[config.mk]
export PLATFORM = sky130hd
export DESIGN_NAME = bcd_operand_entry
export DESIGN_NICKNAME = d
export VERILOG_FILES = /design/src/rtl/bcd_operand_entry_pkg.sv /design/src/rtl/bcd_operand_entry_bcd2bin.sv /design/src/rtl/bcd_operand_entry.sv
export SDC_FILE = /design/constraint.sdc
export NUM_CORES = 1
export LEC_CHECK = 0
export ABC_AREA = 1
export CAP_MARGIN = 20
export CORE_ASPECT_RATIO = 0.6
export CORE_MARGIN = 3
export CORE_UTILIZATION = 45
export CTS_CLUSTER_DIAMETER = 100
export DETAILED_ROUTE_END_ITERATION = 7
export PLACE_DENSITY = 0.71
export SLEW_MARGIN = 0
export SYNTH_ARGS = -nofsm -noshare
export SYNTH_HDL_FRONTEND = slang
export SYNTH_SLANG_ARGS = --single-unit
[constraint.sdc]
create_clock -name clk -period 5.1 [get_ports clk]
set_input_delay 0.51 -clock clk [delete_from_list [all_inputs] [get_ports clk]]
set_output_delay 0.51 -clock clk [all_outputs]
set_load 0.01 [all_outputs]
[src/rtl/bcd_operand_entry_pkg.sv]
// Shared key codes, FSM state type and digit limits for the decimal operand entry path.
package bcd_operand_entry_pkg;

    localparam logic [3:0] KEY_ENTER = 4'hA;
    localparam logic [3:0] KEY_BKSP  = 4'hB;
    localparam logic [3:0] KEY_CLR   = 4'hC;

    // Largest decimal digit code; anything above is a command or ignored.
    localparam logic [3:0] KEY_DIGIT_MAX = 4'd9;

    // Number of decimal digits the entry buffer can hold.
    localparam logic [1:0] MAX_DIGITS = 2'd2;

    typedef enum logic {
        ST_ENTRY = 1'b0,
        ST_HOLD  = 1'b1
    } state_e;

    function automatic logic is_digit(input logic [3:0] code);
        return code <= KEY_DIGIT_MAX;
    endfunction

endpackage

[src/rtl/bcd_operand_entry_bcd2bin.sv]
// Combinational two-digit BCD (tens/ones) to binary converter.
module bcd2bin #(
    parameter int unsigned BIN_W = 7
) (
    input  logic [3:0]       tens,
    input  logic [3:0]       ones,
    output logic [BIN_W-1:0] bin
);

    logic [BIN_W-1:0] tens_ext;
    logic [BIN_W-1:0] ones_ext;

    // tens*10 built from shifts: (tens<<3) + (tens<<1), then add ones.
    always_comb begin
        tens_ext = BIN_W'(tens);
        ones_ext = BIN_W'(ones);
        bin      = (tens_ext << 3) + (tens_ext << 1) + ones_ext;
    end

endmodule

[src/rtl/bcd_operand_entry.sv]
// Keypad front end: collects up to two decimal digits, shows them as BCD,
// and on ENTER presents the binary operand over a valid/ready handshake.
module bcd_operand_entry
    import bcd_operand_entry_pkg::*;
#(
    parameter int unsigned BIN_W = 7
) (
    input  logic             clk,
    input  logic             rst_n,
    input  logic             key_valid,
    input  logic [3:0]       key_code,
    output logic [3:0]       disp_left,
    output logic [3:0]       disp_right,
    output logic [1:0]       digit_cnt,
    output logic [BIN_W-1:0] value,
    output logic             value_valid,
    input  logic             value_ready,
    output logic             err
);

    state_e           state_q, state_d;
    logic [3:0]       left_q, left_d;
    logic [3:0]       right_q, right_d;
    logic [1:0]       cnt_q, cnt_d;
    logic [BIN_W-1:0] value_q, value_d;
    logic             valid_q, valid_d;
    logic             err_q, err_d;
    logic [BIN_W-1:0] conv_bin;

    bcd2bin #(
        .BIN_W(BIN_W)
    ) u_bcd2bin (
        .tens(left_q),
        .ones(right_q),
        .bin (conv_bin)
    );

    // Next-state decode for the entry FSM, digit shift register and handshake.
    always_comb begin
        state_d = state_q;
        left_d  = left_q;
        right_d = right_q;
        cnt_d   = cnt_q;
        value_d = value_q;
        valid_d = valid_q;
        err_d   = 1'b0;

        unique case (state_q)
            ST_ENTRY: begin
                if (key_valid) begin
                    if (is_digit(key_code)) begin
                        if (cnt_q < MAX_DIGITS) begin
                            left_d  = right_q;
                            right_d = key_code;
                            cnt_d   = cnt_q + 2'd1;
                        end else begin
                            err_d = 1'b1;
                        end
                    end else begin
                        case (key_code)
                            KEY_ENTER: begin
                                if (cnt_q == 2'd0) begin
                                    err_d = 1'b1;
                                end else begin
                                    value_d = conv_bin;
                                    valid_d = 1'b1;
                                    state_d = ST_HOLD;
                                end
                            end
                            KEY_BKSP: begin
                                if (cnt_q != 2'd0) begin
                                    right_d = left_q;
                                    left_d  = 4'd0;
                                    cnt_d   = cnt_q - 2'd1;
                                end
                            end
                            KEY_CLR: begin
                                left_d  = '0;
                                right_d = '0;
                                cnt_d   = '0;
                            end
                            default: ;
                        endcase
                    end
                end
            end
            ST_HOLD: begin
                // Keys are never accepted here, even in the handshake cycle.
                if (key_valid) begin
                    err_d = 1'b1;
                end
                if (valid_q && value_ready) begin
                    valid_d = 1'b0;
                    left_d  = '0;
                    right_d = '0;
                    cnt_d   = '0;
                    state_d = ST_ENTRY;
                end
            end
            default: state_d = ST_ENTRY;
        endcase
    end

    // State and registered outputs; async reset discards any entry or pending operand.
    always_ff @(posedge clk or negedge rst_n) begin
        if (!rst_n) begin
            state_q <= ST_ENTRY;
            left_q  <= '0;
            right_q <= '0;
            cnt_q   <= '0;
            value_q <= '0;
            valid_q <= 1'b0;
            err_q   <= 1'b0;
        end else begin
            state_q <= state_d;
            left_q  <= left_d;
            right_q <= right_d;
            cnt_q   <= cnt_d;
            value_q <= value_d;
            valid_q <= valid_d;
            err_q   <= err_d;
        end
    end

    assign disp_left   = left_q;
    assign disp_right  = right_q;
    assign digit_cnt   = cnt_q;
    assign value       = value_q;
    assign value_valid = valid_q;
    assign err         = err_q;

endmodule
==> results.py <==
metrics = {
    "clocking": {
        "clock_sink_count": 20,
        "clock_latency_ns": 0.26,
        "cts_tree": "yes",
        "ctsResizeCount": 0,
        "htree_levels": 1,
        "path_clk_slew_ns": 0.08,
        "cts_root_buf": "clkbuf_8",
        "cts_made_buffers": 3,
        "cts_hold_buf": 0,
        "clockBufferDepth": 2,
        "cts_setup_buffers": 0,
    },
    "min_path": {
        "hold_path.class": "flip-flop to flip-flop",
        "hold_depth": 2,
    },
    "worst_setup_path": {
        "worstSetupPathType": "input pin to flip-flop",
        "reg2reg_depth": 8,
        "critical_path_required_ns": 5.25,
        "crit_end": "disp_left[2]",
        "ff2ff_setup_slack_ns": 2.82,
        "r2r-start": "digit_cnt[1]",
        "r2r_end": "disp_left[2]",
        "worstSetupStartpoint": "key_code[1]",
        "worstPathArrival_ns": 2.69,
        "cp-end-kind": "flip-flop",
        "startpoint_type": "input pin",
        "path_max_fanout": 11,
    },
    "place": {
        "pre_cts_ws_ns": 2.33,
        "place_inst": 228,
        "dpl.hpwl_mm": 2.25,
        "portBuffers": 26,
        "place.gp.congestion": 0.941,
    },
    "sta": {
        "tightest_slew_ns": 1.07,
        "finalSetupViolations": 0,
        "fin_setup_tns_ns": 0,
        "clock.fmax_mhz": 394,
        "final-hold-violation-count": 0,
        "rsz0062_at_grt": "false",
        "relSlewSlack": 0.283,
        "skew_ns": 0.00552,
        "min_period_ns": 2.54,
        "layout_setup_ws_ns": 2.56,
        "period_share": 0.498,
        "finalHoldWorstSlack_ns": 0.485,
        "slew_viol_final": 0,
    },
    "outcome": {
        "status": "complete, no violations",
    },
    "synth": {
        "yosys.cell_count.top_type": "nand2_1",
        "synth_area_um2": 1330,
        "seq_area_frac_synth": 0.377,
        "yosys_most_used_dff": "dfrtp_1",
        "synth_edf_count": 0,
        "synth-seq-cells": 20,
        "yosys_warnings": 0,
        "netlist.top_cell.by_area": "dfrtp_1",
        "async_flop_share": 1.00,
        "synthTopCellsByArea": "dfrtp_1 (38%), nand2_1 (17%), nand3_2 (8.3%)",
        "synth_nets": 184,
        "synth_cells": 166,
        "synth_top_area_frac": 0.377,
        "ys_top_cells_by_count": "nand2_1 (61), dfrtp_1 (20), inv_1 (16)",
        "syn_avg_cell_area_um2": 8.00,
        "ys_types": 23,
    },
    "drt": {
        "viasPerCell": 4.88,
        "vias": 1133,
        "met1Wirelength_mm": 1.46,
        "routedWlPerCell_um": 12.5,
        "wl_met3_um": 169,
        "topRoutingLayerUsed": "met3",
        "dr_wl_met2_mm": 1.26,
        "routed_wl_mm": 2.89,
        "drtPass1Iterations": 4,
        "drc": 0,
        "postRouteAntennaNets": 0,
        "dr.first_iter.drc_count": 80,
    },
    "cells_and_area": {
        "final_cells": 232,
        "drive_gt1_frac": 0.141,
        "syn2layout_area_growth_pct": 25.0,
        "nFillCells": 211,
        "antennaDiodeCount": 0,
        "final_nets": 211,
    },
    "pwr": {
        "vdd_drop_max_mv": 0.257,
        "total_power_uw": 938,
        "p_leak_uw": 0.000875,
        "power_density_nw_per_um2": 566,
    },
    "floorplan": {
        "coreArea_um2": 2650,
        "start_util": 0.502,
        "dieArea_um2": 3660,
        "pin_count": 27,
        "rows": 14,
        "die_y_um": 48.1,
        "die_w_um": 76.1,
    },
    "global_route": {
        "grt_pass1_vias": 1075,
        "track_usage": 0.169,
        "antenna_found_initial": 0,
        "grt_first_pass_wirelength_mm": 4.77,
        "grt_overflow": 0,
        "grt_max_degree": 21,
    },
    "flow_run": {
        "cap_violations": 0,
    },
}
==> worst min path at each step <==
stage               startpoint      endpoint
floorplan                rst_n  digit_cnt[0]
global placement      value[3]      value[3]
detailed placement    value[3]      value[3]
CTS                   value[3]      value[3]
global route          value[3]      value[3]
finish                value[1]      value[1]
==> area by class of cell <==
cell class                 instances  area (µm²)  area share
sequential                        20         500       0.302
multi-input combinational        122         702       0.423
inverter                          20        75.1      0.0452
clock buffer                       3        41.3      0.0249
timing repair buffer              26         260       0.157
tap                               40        50.0      0.0302
clock inverter                     1        30.0      0.0181
==> metal layers <==
layer,global-route usage,vias up
li1,-,571
met5,0,-
met3,0.0545,0
met2,0.289,42
met1,0.224,520
met4,0.0217,0
==> state kept, by name, summed over array words and instances (netlist names) <==
name         count
value            7
disp_left        4
disp_right       4
digit_cnt        2
err              1
state_q          1
value_valid      1
==> power breakdown <==
| group | internal, µW | switching (µW) |
|---|---|---|
| combinational | 227 | 259 |
| sequential | 223 | 71.7 |
| clock | 105 | 52.3 |
| total | 555 | 383 |
==> cell families (layout without fill, tap and decap cells) <==
logic type | Yosys count | count (layout) | share of synthesized area
adder cells (fa/ha/maj) | 10 | 10 | 0.106
AO/OA/AOI/OAI | 10 | 10 | 0.0452
buffers and inverters | 24 | 50 | 0.0943
AND/OR/NAND/NOR | 100 | 100 | 0.365
XOR/XNOR | 2 | 2 | 0.0132
flip-flops | 20 | 20 | 0.377
==> cells in the final DEF, fill, tap and decap left out, types with 2 or more instances in the layout <==
cell type,instances
inv_1,16
fa_1,2
o21ai_0,3
dfrtp_1,20
inv_2,3
o21ai_1,2
o21ai_2,2
nand3_2,11
nand3_1,10
nand2_2,2
nor2_2,3
xnor2_1,2
ha_1,8
clkbuf_8,3
nor2_1,11
nand2_1,61
clkdlybuf4s50_1,26
a21oi_1,2
==> critical path, cell delays in order <==
cell and delay [ns]:
clkdlybuf4s50_1 0.49, inv_1 0.11, nand2_1 0.09, nand3_1 0.10, nor2_1 0.06, nor2_1 0.80, nand2_2 0.33, nand2_1 0.13
nand2_1 0.06
==> through the flow <==
stage	cell area (µm²)	util
3_5_place_dp	1590	0.600
6_report	1660	0.627
2_1_floorplan	1330	-
3_3_place_gp	1590	0.600
4_1_cts	1660	0.627
5_1_grt	1660	0.627
No activity file was read; power rests on OpenSTA's default activity.
==> patch: new RTL, same flow settings <==
`BIN_W` is set to 7 in 2 places; all go to 9.
--- a/src/rtl/bcd_operand_entry_bcd2bin.sv
+++ b/src/rtl/bcd_operand_entry_bcd2bin.sv
@@ -1,5 +1,5 @@
 // Combinational two-digit BCD (tens/ones) to binary converter.
 module bcd2bin #(
-    parameter int unsigned BIN_W = 7
+    parameter int unsigned BIN_W = 9
 ) (
     input  logic [3:0]       tens,
--- a/src/rtl/bcd_operand_entry.sv
+++ b/src/rtl/bcd_operand_entry.sv
@@ -4,5 +4,5 @@
     import bcd_operand_entry_pkg::*;
 #(
-    parameter int unsigned BIN_W = 7
+    parameter int unsigned BIN_W = 9
 ) (
     input  logic             clk,
Ports: changed (resized value); port bits go from 27 to 29. No check against the original RTL was run, so the function may have changed too.
==> patch against the unedited design <==
  * Total power is 12% lower
  * Area after synthesis is 7.4% higher
  * Worst setup slack better by 0.50 ns
  * Register-to-register slack better by 0.24 ns
  * Clock power is 29% lower
  * Routed wire length is 9.5% higher
  * Global-route usage is 0.47 points higher
  * Count of clock-buffer cells in the layout is 1 higher
  * Sequential share of layout area is 0.53 points lower
  * Cell area is 6.9% higher
  * Sequential cell count is 1 higher
  * Largest cell class unchanged
  * Highest routed layer is now met4
==> patch: results (changes against the unedited design) <==
logic_synthesis:
  synth_fp_nets: 203  # +10%
  synthArstFlopShare: 1.00  # unchanged
  syn_inst: 185  # +11%
  synth.yosys.warnings: 0  # unchanged
  yosysSeqAreaShare: 0.368  # -0.00858
  synth_common_cells: "60 x nand2_1, 25 x inv_1, 21 x dfrtp_1, 12 x nor2_1, 11 x o21bai_1"
  yosysUniqueCellTypes: 28  # +22%
  synthTopCellsByArea: "dfrtp_1 37%, nand2_1 16%, ha_1 7.0%"
placed_design:
  post-place-ws_ns: 2.89  # +0.568 ns
  portBuffers: 27  # +3.8%
  gp_congestion: 0.865  # -8.0%
  dp_hpwl_um: 2420  # +7.9%
critical_path:
  cpMaxStageDelayCell: "fa_1"
  worstReg2RegEnd: "value[6]"
  slowest_delay_ns: 0.53  # -0.27 ns
  cp_data_arrival_time_ns: 2.19  # -0.50 ns
  r2r_slack_ns: 3.06  # +0.24 ns
  cp_top_family: "adder cells"
  r2r_start: "disp_left[0]"
  path_max_fanout: 4  # -7
status:
  status: "complete, no violations"
grt:
  grt_pass1_wl_um: 5300  # +11%
  grt_max_degree: 22  # +4.8%
  antenna_found_initial: 0  # unchanged
  track_usage: 0.174  # +0.00469
  grt_pass1_vias: 1135  # +5.6%
layout:
  layoutNonFillerInstCount: 254  # +9.5%
  layout-drive-gt1-share: 0.0849  # -0.0557
  nNetsFinal: 231  # +9.5%
  fillCellCount: 269  # +27%
  largest_reg_flops: 8  # +1
drt:
  first_pass_iters: 4  # unchanged
  drt_iter0_drc: 68  # -15%
  wl_um: 3170  # +9.5%
  dr_total_vias: 1248  # +10%
clock_network:
  post_cts_resized: 0  # unchanged
  clk_transition_reported_paths_ns: 0.08  # about the same
timing:
  setup_violations: 0  # unchanged
  fin_skew_ns: 0.00535  # -0.000173 ns
power:
  leakage_nw: 0.956  # +9.3%
  ir_worst_vdd_v: 0.000206  # -20%
worst_hold_path:
  hold_path.class: "in -> async"
-- patch: cells by family (layout without fill, tap and decap cells) --
family / Yosys count / in the layout / share of synthesized area
and+or+nand+nor: 93 / 93 / 0.290
buffers and inverters: 33 / 60 / 0.108
AOI/OAI and AO/OA: 23 / 23 / 0.107
DFF: 21 / 21 / 0.368
adders and majority gates: 10 / 10 / 0.0982
xor gates and xnor gates: 3 / 3 / 0.0184
other: 1 / 1 / 0.00263
muxes: 1 / 1 / 0.00702
-- patch: worst max path at each step --
stage            startpoint  endpoint  slack (ns)  depth (start not counted)
6_report       disp_left[0]  value[6]        3.06                          8
3_5_place_dp    key_code[1]  value[1]        2.89                          9
5_1_grt        disp_left[0]  value[6]        2.96                          8
2_1_floorplan  disp_left[0]  value[6]        3.12                          8
3_3_place_gp    key_code[1]  value[7]        2.90                          9
4_1_cts        disp_left[0]  value[6]        3.06                          8
-- patch: per-stage QoR --
| stage | total power, mW | instance area [µm²] | hold slack [ns] |
|---|---|---|---|
| 6_report | 0.826 | 1770 | 0.452 |
| 5_1_grt | 0.895 | 1770 | 0.446 |
| 4_1_cts | 0.828 | 1750 | 0.484 |
| 3_5_place_dp | 0.712 | 1700 | 0.464 |
| 3_3_place_gp | 0.706 | 1700 | 0.465 |
| 2_1_floorplan | 0.540 | 1430 | 0.214 |
-- patch: power breakdown --
group          internal [mW]  switching (mW)
sequential             0.223          0.0498
combinational          0.212           0.231
clock                 0.0557          0.0549
total                  0.491           0.335
-- patch: per-layer routing --
| metal | track usage | wire [µm] | up-vias |
|---|---|---|---|
| li1 | - | - | 630 |
| met1 | 0.266 | 1630 | 572 |
| met2 | 0.235 | 1280 | 42 |
| met3 | 0.0584 | 243 | 4 |
| met4 | 0.0320 | 21 | 0 |
| met5 | 0 | 0 | - |
-- patch: final cells by class --
| type | instances | share of cell area |
|---|---|---|
| Multi-Input combinational cell | 131 | 0.421 |
| Sequential cell | 21 | 0.296 |
| Timing Repair Buffer | 28 | 0.168 |
| Inverter | 28 | 0.0593 |
| Tap cell | 42 | 0.0296 |
| Clock buffer | 4 | 0.0254 |
